### src/rtl/sdf_r2_butterfly.sv
// rtl/sdf_r2_butterfly.sv - radix-2 single-path delay-feedback butterfly stage with output frame position
module sdf_r2_butterfly #(
    parameter int WIDTH      = 14,
    parameter int LOG2_DEPTH = 5
) (
    input  logic                  clk,
    input  logic                  rst_n,
    input  logic                  sync_clr,
    input  logic                  in_valid,
    input  logic [WIDTH-1:0]      in_re,
    input  logic [WIDTH-1:0]      in_im,
    output logic                  out_valid,
    output logic [WIDTH:0]        out_re,
    output logic [WIDTH:0]        out_im,
    output logic [LOG2_DEPTH:0]   cnt_out,
    output logic                  frame_start
);

    localparam int DEPTH = 2 ** LOG2_DEPTH;
    localparam int XW    = WIDTH + 1;

    logic [LOG2_DEPTH:0]   pos;
    logic [LOG2_DEPTH-1:0] ptr;
    logic                  primed;

    // Feedback line holds {re, im}; contents are meaningless until primed.
    logic [2*XW-1:0] delay_mem [DEPTH];

    logic [XW-1:0]       x_re, x_im, h_re, h_im;
    logic [XW-1:0]       cand_re, cand_im, wr_re, wr_im;
    logic                phase_b, accept, emit;
    logic [LOG2_DEPTH:0] cnt_next;

    assign x_re   = {in_re[WIDTH-1], in_re};
    assign x_im   = {in_im[WIDTH-1], in_im};
    assign {h_re, h_im} = delay_mem[ptr];
    assign accept = in_valid & ~sync_clr;

    always_comb begin
        phase_b  = pos[LOG2_DEPTH];
        cand_re  = h_re;
        cand_im  = h_im;
        wr_re    = x_re;
        wr_im    = x_im;
        if (phase_b) begin
            cand_re = h_re + x_re;
            cand_im = h_im + x_im;
            wr_re   = h_re - x_re;
            wr_im   = h_im - x_im;
        end
        emit     = primed | phase_b;
        // Output frame is offset by DEPTH from the input frame: flip the phase bit.
        cnt_next = {~pos[LOG2_DEPTH], pos[LOG2_DEPTH-1:0]};
    end

    always_ff @(posedge clk) begin
        if (accept) begin
            delay_mem[ptr] <= {wr_re, wr_im};
        end
    end

    always_ff @(posedge clk or negedge rst_n) begin
        if (!rst_n) begin
            pos         <= '0;
            ptr         <= '0;
            primed      <= 1'b0;
            out_valid   <= 1'b0;
            out_re      <= '0;
            out_im      <= '0;
            cnt_out     <= '0;
            frame_start <= 1'b0;
        end else if (sync_clr) begin
            pos         <= '0;
            ptr         <= '0;
            primed      <= 1'b0;
            out_valid   <= 1'b0;
            frame_start <= 1'b0;
        end else begin
            out_valid   <= accept & emit;
            frame_start <= accept & emit & (cnt_next == '0);
            if (accept) begin
                pos <= pos + 1'b1;
                ptr <= ptr + 1'b1;
                if (phase_b) begin
                    primed <= 1'b1;
                end
                // Suppressed first-frame garbage never disturbs the held output.
                if (emit) begin
                    out_re  <= cand_re;
                    out_im  <= cand_im;
                    cnt_out <= cnt_next;
                end
            end
        end
    end

endmodule

### config.mk
export PLATFORM = sky130hd
export DESIGN_NAME = sdf_r2_butterfly
export DESIGN_NICKNAME = d
export VERILOG_FILES = /design/src/rtl/sdf_r2_butterfly.sv
export SDC_FILE = /design/constraint.sdc
export NUM_CORES = 1
export LEC_CHECK = 0
export BUFFER_PORTS_ARGS = -buffer_cell sky130_fd_sc_hd__buf_2
export CELL_PAD_IN_SITES_DETAIL_PLACEMENT = 1
export CELL_PAD_IN_SITES_GLOBAL_PLACEMENT = 1
export CORE_ASPECT_RATIO = 0.6
export CORE_MARGIN = 10
export CORE_UTILIZATION = 49
export CTS_BUF_LIST = sky130_fd_sc_hd__clkbuf_8
export CTS_CLUSTER_DIAMETER = 30
export DETAILED_ROUTE_END_ITERATION = 10
export PLACE_DENSITY_LB_ADDON = 0.1
export SYNTH_ARGS = -nofsm -noshare
export SYNTH_HDL_FRONTEND = slang
export SYNTH_SLANG_ARGS = --single-unit
### constraint.sdc
create_clock -name clk -period 8.1 [get_ports clk]
set_input_delay 0.405 -clock clk [delete_from_list [all_inputs] [get_ports clk]]
set_output_delay 0.405 -clock clk [all_outputs]
set_load 0.03 [all_outputs]
==> results of run 1 <==
-- state kept, by name, summed over array words and instances (netlist names) --
signal	flops
ptr	5
out_im	15
frame_start	1
out_re	15
cnt_out	6
primed	1
pos	6
out_valid	1
delay_mem	960
-- Yosys cell counts (all sizes together), types with 8 or more instances --
cell | instances | area share [%]
a211oi | 10 | 0.19
a21oi | 47 | 0.57
a221oi | 9 | 0.19
a22oi | 98 | 1.8
a32oi | 9 | 0.19
buf | 65 | 1.3
clkbuf | 55 | 0.50
dfrtp | 50 | 3.0
edfxtp | 960 | 69
ha | 62 | 1.9
inv | 55 | 0.50
mux2 | 21 | 0.57
mux2i | 17 | 0.41
mux4 | 233 | 13
nand2 | 89 | 0.80
nand3 | 8 | 0.11
nand4 | 31 | 0.47
nor2 | 101 | 0.91
nor2b | 11 | 0.17
nor3 | 20 | 0.25
o211ai | 8 | 0.14
o21ai | 52 | 0.63
o21bai | 12 | 0.22
o22ai | 28 | 0.42
xnor2 | 36 | 0.78
xor2 | 13 | 0.27
-- stage by stage --
| stage | power, mW | utilization, % |
|---|---|---|
| 3_5_place_dp | 6.89 | 52.2 |
| 3_3_place_gp | 6.87 | 52.2 |
| 6_report | 10.9 | 55.7 |
| 5_1_grt | 11.3 | 55.7 |
| 2_1_floorplan | 6.61 | - |
| 4_1_cts | 10.9 | 55.7 |
-- power breakdown --
part	switching [mW]	total [mW]	internal, mW
combinational	0.607	1.03	0.418
clock	2.06	4.07	2.01
sequential	0.0267	5.77	5.74
total	2.69	10.9	8.17
-- final cells by class --
class / instances / share of cell area [%]
well taps: 1134 / 3.04
inverters: 57 / 0.458
flip-flops and latches: 1010 / 64.5
clock inverters: 115 / 1.53
multi-input cells: 998 / 23.4
repair buffers: 162 / 2.37
clock buffers: 159 / 4.69
-- worst reg2reg max path: stages (launching register included) --
cell and delay [ns]:
sky130_fd_sc_hd__dfrtp_4 0.93, sky130_fd_sc_hd__buf_12 0.45, sky130_fd_sc_hd__buf_4 0.34, sky130_fd_sc_hd__mux4_2 0.37
sky130_fd_sc_hd__a22oi_1 0.26, sky130_fd_sc_hd__nand4_1 0.24, sky130_fd_sc_hd__inv_1 0.10, sky130_fd_sc_hd__ha_1 0.18
sky130_fd_sc_hd__inv_1 0.06, sky130_fd_sc_hd__fa_1 0.46, sky130_fd_sc_hd__a211oi_1 0.47, sky130_fd_sc_hd__nor2_1 0.13
sky130_fd_sc_hd__o41a_1 0.43, sky130_fd_sc_hd__a21oi_1 0.34, sky130_fd_sc_hd__o31ai_1 0.14, sky130_fd_sc_hd__xnor2_1 0.15
sky130_fd_sc_hd__nand2_1 0.10, sky130_fd_sc_hd__xnor2_2 1.02
-- path summary, 6_finish.rpt --
path / from / end / slack, ns
hold / removal: in_im[1] / out_im[1] / 0.09
setup reg to reg: ptr[1] / delay_mem[26][14] / 1.55
hold reg to reg: cnt_out[2] / cnt_out[2] / 0.47
setup / recovery: ptr[1] / delay_mem[26][14] / 1.55
min in group asynchronous: rst_n / pos[2] / 0.27
max in group asynchronous: rst_n / ptr[1] / 7.16
-- routing by layer --
| layer | part of all wire [%] | track usage, % | vias up |
|---|---|---|---|
| met5 | 0 | 0 | - |
| met4 | 2.4 | 7.77 | 0 |
| met3 | 7.9 | 4.64 | 186 |
| met2 | 45 | 36.1 | 1080 |
| met1 | 45 | 37.2 | 12200 |
| li1 | - | - | 9380 |
-- what timing repair did --
| item | 4_1_cts | 5_1_grt |
|---|---|---|
| resized for setup | 0 | 0 |
| endpoints found under the hold margin | 60 | 0 |
| hold buffers | 3 | 0 |
-- cell families after synthesis --
| kind of cell | after synthesis | share of synthesized area (%) |
|---|---|---|
| multiplexers | 271 | 13.6 |
| AND/OR/NAND/NOR | 300 | 3.49 |
| AO/OA/AOI/OAI | 312 | 5.16 |
| buffers and inverters | 177 | 2.27 |
| XOR/XNOR | 49 | 1.05 |
| flip-flops | 1010 | 72.3 |
| adder cells (fa/ha/maj) | 66 | 2.06 |
==> flow_summary.html, run 1 <==
<table>
<tr><th>Metric</th><th>Value</th></tr>
<tr><th colspan="2">Drt</th></tr>
<tr><td>Average via count per standard cell</td><td>6.30</td></tr>
<tr><td>Detailed-router iteration count before antenna repair</td><td>5</td></tr>
<tr><td>Routed length per instance</td><td>33.1 µm</td></tr>
<tr><td>Total via count after detailed routing</td><td>22900</td></tr>
<tr><td>Final WL</td><td>120000 µm</td></tr>
<tr><td>Number of violations reported at the end of detailed-routing iteration 0</td><td>2687</td></tr>
<tr><td>Antenna viol nets, final</td><td>0</td></tr>
<tr><td>DRC</td><td>0</td></tr>
<tr><th colspan="2">STA</th></tr>
<tr><td>Number of max-slew violations in the final report</td><td>0</td></tr>
<tr><td>Setup skew after layout</td><td>0.0342 ns</td></tr>
<tr><td>Achievable clock frequency</td><td>153 MHz</td></tr>
<tr><td>Post-layout minimum cycle time</td><td>6.55 ns</td></tr>
<tr><td>Setup-failing EPs final</td><td>0</td></tr>
<tr><td>Period utilization</td><td>80.8%</td></tr>
<tr><td>Crit path setup slack, layout</td><td>1.55 ns</td></tr>
<tr><td>Hold slack final</td><td>0.0940 ns</td></tr>
<tr><td>Transition at the pin with the smallest max-transition slack</td><td>1.37 ns</td></tr>
<tr><td>Worst slew margin relative to its limit</td><td>9.00%</td></tr>
<tr><td>Final number of hold-violating endpoints</td><td>0</td></tr>
<tr><td>Total negative setup slack</td><td>0 ns</td></tr>
<tr><td>Setup repair after global routing missed its margin</td><td>false</td></tr>
<tr><th colspan="2">Status</th></tr>
<tr><td>Outcome</td><td>finished clean</td></tr>
<tr><th colspan="2">Synth</th></tr>
<tr><td>Sequential share of the synthesized area</td><td>72.3%</td></tr>
<tr><td>Syn. warnings</td><td>0</td></tr>
<tr><td>Mapped Cells</td><td>2185</td></tr>
<tr><td>Share of synthesized registers carrying an async set or reset</td><td>4.95%</td></tr>
<tr><td>Number of enable flip-flop cells after synthesis</td><td>960</td></tr>
<tr><td>Net count after synthesis</td><td>2283</td></tr>
<tr><td>Register bit total from synthesis</td><td>1010</td></tr>
<tr><td>Top FF cell, synth</td><td>sky130_fd_sc_hd__edfxtp_1</td></tr>
<tr><td>Summed instance area of the synthesized netlist</td><td>0.0416 mm²</td></tr>
<tr><td>Mean Syn Cell Area</td><td>19.0 µm²</td></tr>
<tr><td>Count of different cell masters after synthesis</td><td>77</td></tr>
<tr><th colspan="2">Power and ir drop</th></tr>
<tr><td>Max rail drop VDD</td><td>0.000155 V</td></tr>
<tr><td>Leakage power of the design</td><td>15.1 nW</td></tr>
<tr><td>Power density over the cells</td><td>233 mW/mm²</td></tr>
<tr><th colspan="2">Floorplan</th></tr>
<tr><td>Number of I/O pins</td><td>70</td></tr>
<tr><td>Die outline width</td><td>396 µm</td></tr>
<tr><td>Die area</td><td>0.0973 mm²</td></tr>
<tr><td>Starting Density</td><td>49.6%</td></tr>
<tr><td>Number of placement rows</td><td>82</td></tr>
<tr><td>Chip height</td><td>246 µm</td></tr>
<tr><td>Core ar.</td><td>0.0838 mm²</td></tr>
<tr><th colspan="2">Layout</th></tr>
<tr><td>Area of the multi-input gates</td><td>0.0109 mm²</td></tr>
<tr><td>Area growth syn-to-layout</td><td>12.2%</td></tr>
<tr><td>Filler cell count</td><td>7454</td></tr>
<tr><td>Fraction of final layout cells sized beyond drive strength 1</td><td>27.7%</td></tr>
<tr><td>Antenna diode instance count</td><td>0</td></tr>
<tr><td>Final non-filler cell total</td><td>3635</td></tr>
<tr><td>Design area</td><td>0.0467 mm²</td></tr>
<tr><td>Sequential cell area</td><td>0.0301 mm²</td></tr>
<tr><td>Most common cell after layout, fill and taps aside</td><td>sky130_fd_sc_hd__edfxtp_1</td></tr>
<tr><td>Most frequent cells in the layout</td><td>sky130_fd_sc_hd__edfxtp_1 (960), sky130_fd_sc_hd__mux4_2 (228), sky130_fd_sc_hd__clkbuf_8 (159)</td></tr>
<tr><td>Nets</td><td>2482</td></tr>
<tr><th colspan="2">Place</th></tr>
<tr><td>Estimated wirelength of the detail-placed design</td><td>71000 µm</td></tr>
<tr><td>Instance count after placement with tap cells included</td><td>3357</td></tr>
<tr><td>PortBufs</td><td>69</td></tr>
<tr><td>Routability congestion estimate</td><td>0.827</td></tr>
<tr><td>Placement Setup Slack</td><td>1.36 ns</td></tr>
<tr><td>Placement Cell Area</td><td>0.0437 mm²</td></tr>
<tr><th colspan="2">Clocking</th></tr>
<tr><td>CTS tree</td><td>done</td></tr>
<tr><td>H-Tree Level Count</td><td>4</td></tr>
<tr><td>Number of buffers added by the clock tree synthesis step</td><td>155</td></tr>
<tr><td>Clk sinks</td><td>1010</td></tr>
<tr><td>Maximum buffer depth of the clock tree</td><td>3</td></tr>
<tr><td>Clock transition at the registers of the reported paths</td><td>0.06 ns</td></tr>
<tr><td>Clock latency on the worst-skew pair</td><td>0.84 ns</td></tr>
<tr><td>Post-CTS Repair Setup Buffers</td><td>0</td></tr>
<tr><td>Root Driver</td><td>sky130_fd_sc_hd__clkbuf_8</td></tr>
<tr><th colspan="2">Critical path</th></tr>
<tr><td>Crit path max-delay cell type</td><td>sky130_fd_sc_hd__xnor2_2</td></tr>
<tr><td>Startpoint type of the worst setup path</td><td>register</td></tr>
<tr><td>Buffers plus inverters on the worst setup path</td><td>4</td></tr>
<tr><td>Largest stage delay on the critical path</td><td>1.02 ns</td></tr>
<tr><td>Max FO, Critical Path</td><td>48</td></tr>
<tr><td>Critical Path Sink Type</td><td>register</td></tr>
<tr><td>Stages on worst setup path</td><td>17</td></tr>
<tr><td>Crit-path most repeated cell</td><td>sky130_fd_sc_hd__inv_1</td></tr>
<tr><td>Family with the most delay on the worst path</td><td>compound AO/OA/AOI/OAI gates</td></tr>
<tr><td>Cell-by-cell listing of the critical path</td><td>buf_12, buf_4, mux4_2, a22oi_1, nand4_1, inv_1, ha_1, inv_1, fa_1, a211oi_1, nor2_1, o41a_1, a21oi_1, o31ai_1, xnor2_1, nand2_1, xnor2_2</td></tr>
<tr><td>Worst Setup Path Type</td><td>register to register</td></tr>
<tr><td>R2R cell count</td><td>17</td></tr>
<tr><td>Arr. time, crit path</td><td>6.99 ns</td></tr>
<tr><td>Data required time at the worst endpoint</td><td>8.54 ns</td></tr>
<tr><th colspan="2">Global route</th></tr>
<tr><td>Pin count of the biggest net entering global routing</td><td>131</td></tr>
<tr><td>First-pass GRT wire length</td><td>173000 µm</td></tr>
<tr><td>Number of antenna violations at the first check in global routing</td><td>0</td></tr>
<tr><td>All-Layer GR Usage</td><td>24.7%</td></tr>
<tr><td>Vias in the first global route</td><td>23600</td></tr>
<tr><td>Total gr overflow</td><td>0</td></tr>
<tr><th colspan="2">Worst hold path</th></tr>
<tr><td>WHS Path Cells</td><td>4</td></tr>
<tr><td>Tightest Hold Check Type</td><td>input pin to register</td></tr>
<tr><th colspan="2">Job</th></tr>
<tr><td>Reported max-cap violation count</td><td>0</td></tr>
</table>
No activity file was read; power rests on OpenSTA's default activity.
==> inputs of run 2 (changes only) <==
- clock period: 8.1 -> 6.4 ns (I/O delays scaled with it)
==> run 2 against run 1 <==
Core utilization rose by 0.42 points; first-iteration DRC count fell by 2.2%; clock power rose by 36%; sequential share of layout area fell by 0.48 points; final cell count rose by 0.63%; highest routed layer unchanged.
==> flow_summary.html, run 2 (same netlist as run 1, synthesis figures left out) <==
<table>
<tr><th>Metric</th><th>Value</th></tr>
<tr><th colspan="2">Status</th></tr>
<tr><td>Outcome</td><td>finished clean (unchanged)</td></tr>
<tr><th colspan="2">Floorplan</th></tr>
<tr><td>Starting Density</td><td>49.6% (unchanged)</td></tr>
<tr><td>Die area</td><td>0.0973 mm² (unchanged)</td></tr>
<tr><td>Core ar.</td><td>0.0838 mm² (unchanged)</td></tr>
<tr><td>Chip height</td><td>246 µm (unchanged)</td></tr>
<tr><td>Number of I/O pins</td><td>70 (unchanged)</td></tr>
<tr><td>Die outline width</td><td>396 µm (unchanged)</td></tr>
<tr><td>Number of placement rows</td><td>82 (unchanged)</td></tr>
<tr><th colspan="2">STA</th></tr>
<tr><td>Transition at the pin with the smallest max-transition slack</td><td>1.34 ns (was 1.37 ns)</td></tr>
<tr><td>Setup-failing EPs final</td><td>0 (unchanged)</td></tr>
<tr><td>Number of max-slew violations in the final report</td><td>0 (unchanged)</td></tr>
<tr><td>Final number of hold-violating endpoints</td><td>0 (unchanged)</td></tr>
<tr><td>Total negative setup slack</td><td>0 ns (unchanged)</td></tr>
<tr><td>Setup skew after layout</td><td>0.0544 ns (was 0.0342 ns)</td></tr>
<tr><td>Setup repair after global routing missed its margin</td><td>false (unchanged)</td></tr>
<tr><td>Achievable clock frequency</td><td>179 MHz (was 153 MHz)</td></tr>
<tr><td>Post-layout minimum cycle time</td><td>5.58 ns (was 6.55 ns)</td></tr>
<tr><td>Worst slew margin relative to its limit</td><td>11.0% (was 9.00%)</td></tr>
<tr><td>Period utilization</td><td>87.2% (was 80.8%)</td></tr>
<tr><th colspan="2">Global route</th></tr>
<tr><td>All-Layer GR Usage</td><td>25.5% (was 24.7%)</td></tr>
<tr><td>Vias in the first global route</td><td>23600 (about the same)</td></tr>
<tr><td>First-pass GRT wire length</td><td>178000 µm (was 173000 µm)</td></tr>
<tr><td>Number of antenna violations at the first check in global routing</td><td>0 (unchanged)</td></tr>
<tr><td>Pin count of the biggest net entering global routing</td><td>97 (was 131)</td></tr>
<tr><td>Total gr overflow</td><td>0 (unchanged)</td></tr>
<tr><th colspan="2">Critical path</th></tr>
<tr><td>Max FO, Critical Path</td><td>32 (was 48)</td></tr>
<tr><td>Cell-by-cell listing of the critical path</td><td>buf_4, mux4_2, mux2_2, nand2_1, nand4_1, inv_1, ha_1, inv_1, fa_1, a211oi_1, o211ai_1, a311oi_1, buf_4, o21ai_0, a31oi_1, xnor2_1, nand2_1, xnor2_2, buf_4 (was buf_12, buf_4, mux4_2, a22oi_1, nand4_1, inv_1, ha_1, inv_1, fa_1, a211oi_1, nor2_1, o41a_1, a21oi_1, o31ai_1, xnor2_1, nand2_1, xnor2_2)</td></tr>
<tr><td>Startpoint type of the worst setup path</td><td>register (unchanged)</td></tr>
<tr><td>Worst Setup Path Type</td><td>register to register (unchanged)</td></tr>
<tr><td>R2R cell count</td><td>19 (was 17)</td></tr>
<tr><td>Data required time at the worst endpoint</td><td>6.96 ns (was 8.54 ns)</td></tr>
<tr><td>Crit-path most repeated cell</td><td>sky130_fd_sc_hd__buf_4 (was sky130_fd_sc_hd__inv_1)</td></tr>
<tr><td>Critical Path Sink Type</td><td>register (unchanged)</td></tr>
<tr><td>Arr. time, crit path</td><td>6.15 ns (was 6.99 ns)</td></tr>
<tr><td>Largest stage delay on the critical path</td><td>0.70 ns (was 1.02 ns)</td></tr>
<tr><td>Crit path max-delay cell type</td><td>sky130_fd_sc_hd__dfrtp_4 (was sky130_fd_sc_hd__xnor2_2)</td></tr>
<tr><th colspan="2">Clocking</th></tr>
<tr><td>Clock latency on the worst-skew pair</td><td>0.87 ns (was 0.84 ns)</td></tr>
<tr><td>CTS resizes</td><td>0 (unchanged)</td></tr>
<tr><td>Clock transition at the registers of the reported paths</td><td>0.07 ns (was 0.06 ns)</td></tr>
<tr><td>Maximum buffer depth of the clock tree</td><td>3 (unchanged)</td></tr>
<tr><td>Number of buffers added by the clock tree synthesis step</td><td>160 (was 155)</td></tr>
<tr><td>H-Tree Level Count</td><td>4 (unchanged)</td></tr>
<tr><td>Root Driver</td><td>sky130_fd_sc_hd__clkbuf_8 (unchanged)</td></tr>
<tr><td>CTS tree</td><td>done (unchanged)</td></tr>
<tr><td>Clk sinks</td><td>1010 (unchanged)</td></tr>
<tr><th colspan="2">Drt</th></tr>
<tr><td>Routed length per instance</td><td>34.0 µm (was 33.1 µm)</td></tr>
<tr><td>Number of violations reported at the end of detailed-routing iteration 0</td><td>2629 (was 2687)</td></tr>
<tr><td>DRC</td><td>0 (unchanged)</td></tr>
<tr><td>Detailed-router iteration count before antenna repair</td><td>5 (unchanged)</td></tr>
<tr><td>Total via count after detailed routing</td><td>23300 (was 22900)</td></tr>
<tr><td>Antenna viol nets, final</td><td>0 (unchanged)</td></tr>
<tr><td>Average via count per standard cell</td><td>6.36 (was 6.30)</td></tr>
<tr><td>Final WL</td><td>125000 µm (was 120000 µm)</td></tr>
<tr><th colspan="2">Layout</th></tr>
<tr><td>Fraction of final layout cells sized beyond drive strength 1</td><td>28.1% (was 27.7%)</td></tr>
<tr><td>Top register by number of flip-flops</td><td>delay_mem (unchanged)</td></tr>
<tr><td>Largest regs</td><td>delay_mem: 960 flops, out_im: 15 flops, out_re: 15 flops (unchanged)</td></tr>
<tr><td>Most common cell after layout, fill and taps aside</td><td>sky130_fd_sc_hd__edfxtp_1 (unchanged)</td></tr>
<tr><td>Number of flip-flops in the largest register</td><td>960 (unchanged)</td></tr>
<tr><td>Antenna diode instance count</td><td>0 (unchanged)</td></tr>
<tr><td>Nets</td><td>2495 (was 2482)</td></tr>
<tr><td>Final non-filler cell total</td><td>3658 (was 3635)</td></tr>
<tr><td>Area growth syn-to-layout</td><td>13.1% (was 12.2%)</td></tr>
<tr><td>Design area</td><td>0.0470 mm² (was 0.0467 mm²)</td></tr>
<tr><td>Most frequent cells in the layout</td><td>sky130_fd_sc_hd__edfxtp_1 (960), sky130_fd_sc_hd__mux4_2 (228), sky130_fd_sc_hd__clkbuf_8 (165) (was sky130_fd_sc_hd__edfxtp_1 (960), sky130_fd_sc_hd__mux4_2 (228), sky130_fd_sc_hd__clkbuf_8 (159))</td></tr>
<tr><th colspan="2">Job</th></tr>
<tr><td>Reported max-cap violation count</td><td>0 (unchanged)</td></tr>
<tr><th colspan="2">Worst hold path</th></tr>
<tr><td>Tightest Hold Check Type</td><td>input pin to register (unchanged)</td></tr>
<tr><td>WHS Path Cells</td><td>5 (was 4)</td></tr>
<tr><th colspan="2">Place</th></tr>
<tr><td>Routability congestion estimate</td><td>0.854 (was 0.827)</td></tr>
<tr><td>Instance count after placement with tap cells included</td><td>3361 (was 3357)</td></tr>
<tr><td>Placement Cell Area</td><td>0.0438 mm² (was 0.0437 mm²)</td></tr>
<tr><td>Estimated wirelength of the detail-placed design</td><td>72900 µm (was 71000 µm)</td></tr>
<tr><td>PortBufs</td><td>69 (unchanged)</td></tr>
<tr><th colspan="2">Power and ir drop</th></tr>
<tr><td>Final Total Pwr</td><td>14.1 mW (was 10.9 mW)</td></tr>
<tr><td>Power density over the cells</td><td>301 mW/mm² (was 233 mW/mm²)</td></tr>
<tr><td>Relative contribution of combinational cells to total power</td><td>9.4% (about the same)</td></tr>
<tr><td>Sequential Power Share</td><td>51.5% (was 53.1%)</td></tr>
<tr><td>Switching Fraction</td><td>24.6% (was 24.8%)</td></tr>
<tr><td>Total net switching power</td><td>3.48 mW (was 2.69 mW)</td></tr>
<tr><td>Leakage power of the design</td><td>15.3 nW (was 15.1 nW)</td></tr>
<tr><td>Internal power</td><td>10.7 mW (was 8.17 mW)</td></tr>
<tr><td>Clock power share</td><td>39.0% (was 37.5%)</td></tr>
<tr><td>Max rail drop VDD</td><td>0.000299 V (was 0.000155 V)</td></tr>
</table>
## run 2: cell count changes in the layout (fill, tap and decap cells not counted), sizes merged
cell         change
clkinvlp         +4
inv              +2
buf              +4
bufinv           +6
dlygate4sd3      +4
clkbuf           +6
clkinv           -3
## run 2: cell type report
cell class                      instances  area [µm²]
Clock buffer                          165        2270
Clock inverter                        124         877
Fill cell                            7464       36800
Inverter                               57         214
Multi-Input combinational cell        998       10900
Sequential cell                      1010       30100
Tap cell                             1134        1420
Timing Repair Buffer                  170        1220
## run 2: metal layers
| layer | up-vias | share of wire (%) | global-route usage [%] |
|---|---|---|---|
| li1 | 9403 | - | - |
| met1 | 12600 | 45 | 38.5 |
| met2 | 1103 | 45 | 38.4 |
| met3 | 192 | 7.5 | 3.99 |
| met4 | 0 | 2.2 | 7.48 |
| met5 | - | 0 | 0 |
## run 2: power groups by stage
| stage | registers, mW | logic, mW | clock network (mW) |
|---|---|---|---|
| CTS | 7.29 | 1.33 | 5.61 |
| global route | 7.29 | 1.44 | 5.90 |
| finish | 7.29 | 1.33 | 5.52 |
| floorplan | 7.42 | 0.941 | 0 |
| detailed placement | 7.43 | 1.32 | 0 |
| global placement | 7.43 | 1.29 | 0 |
## run 2: final timing paths
| check | start | end | slack, ns |
|---|---|---|---|
| min | in_im[7] | out_im[8] | 0.08 |
| max | ptr[0] | delay_mem[27][29] | 0.82 |
| min reg2reg | cnt_out[0] | cnt_out[0] | 0.48 |
| max in group asynchronous | rst_n | ptr[1] | 5.56 |
| max reg2reg | ptr[0] | delay_mem[27][29] | 0.82 |
| min in group asynchronous | rst_n | pos[1] | 0.17 |
## run 2: worst max-delay path, delay by kind of cell (launching register included)
kind	cells	cell delay [ns]
AO/OA/AOI/OAI	5	1.35
buffers and inverters	5	0.95
flip-flops	1	0.70
AND/OR/NAND/NOR	3	0.47
multiplexers	2	0.82
adder cells (fa/ha/maj)	2	0.68
XOR/XNOR	2	0.30
## run 2: metrics by stage
stage               setup WS, ns  hold slack (ns)  util, %
floorplan                  0.773           0.0244        -
global placement           0.832            0.452     52.2
detailed placement         0.855            0.458     52.2
CTS                        0.800          0.00603     56.1
global route               0.481           0.0924     56.1
finish                     0.817           0.0786     56.1
## run 2: timing repair
action,CTS,global route
endpoints found under the hold margin,64,0
hold buffers,7,0
setup buffers,0,0
endpoints found under the setup margin,0,0
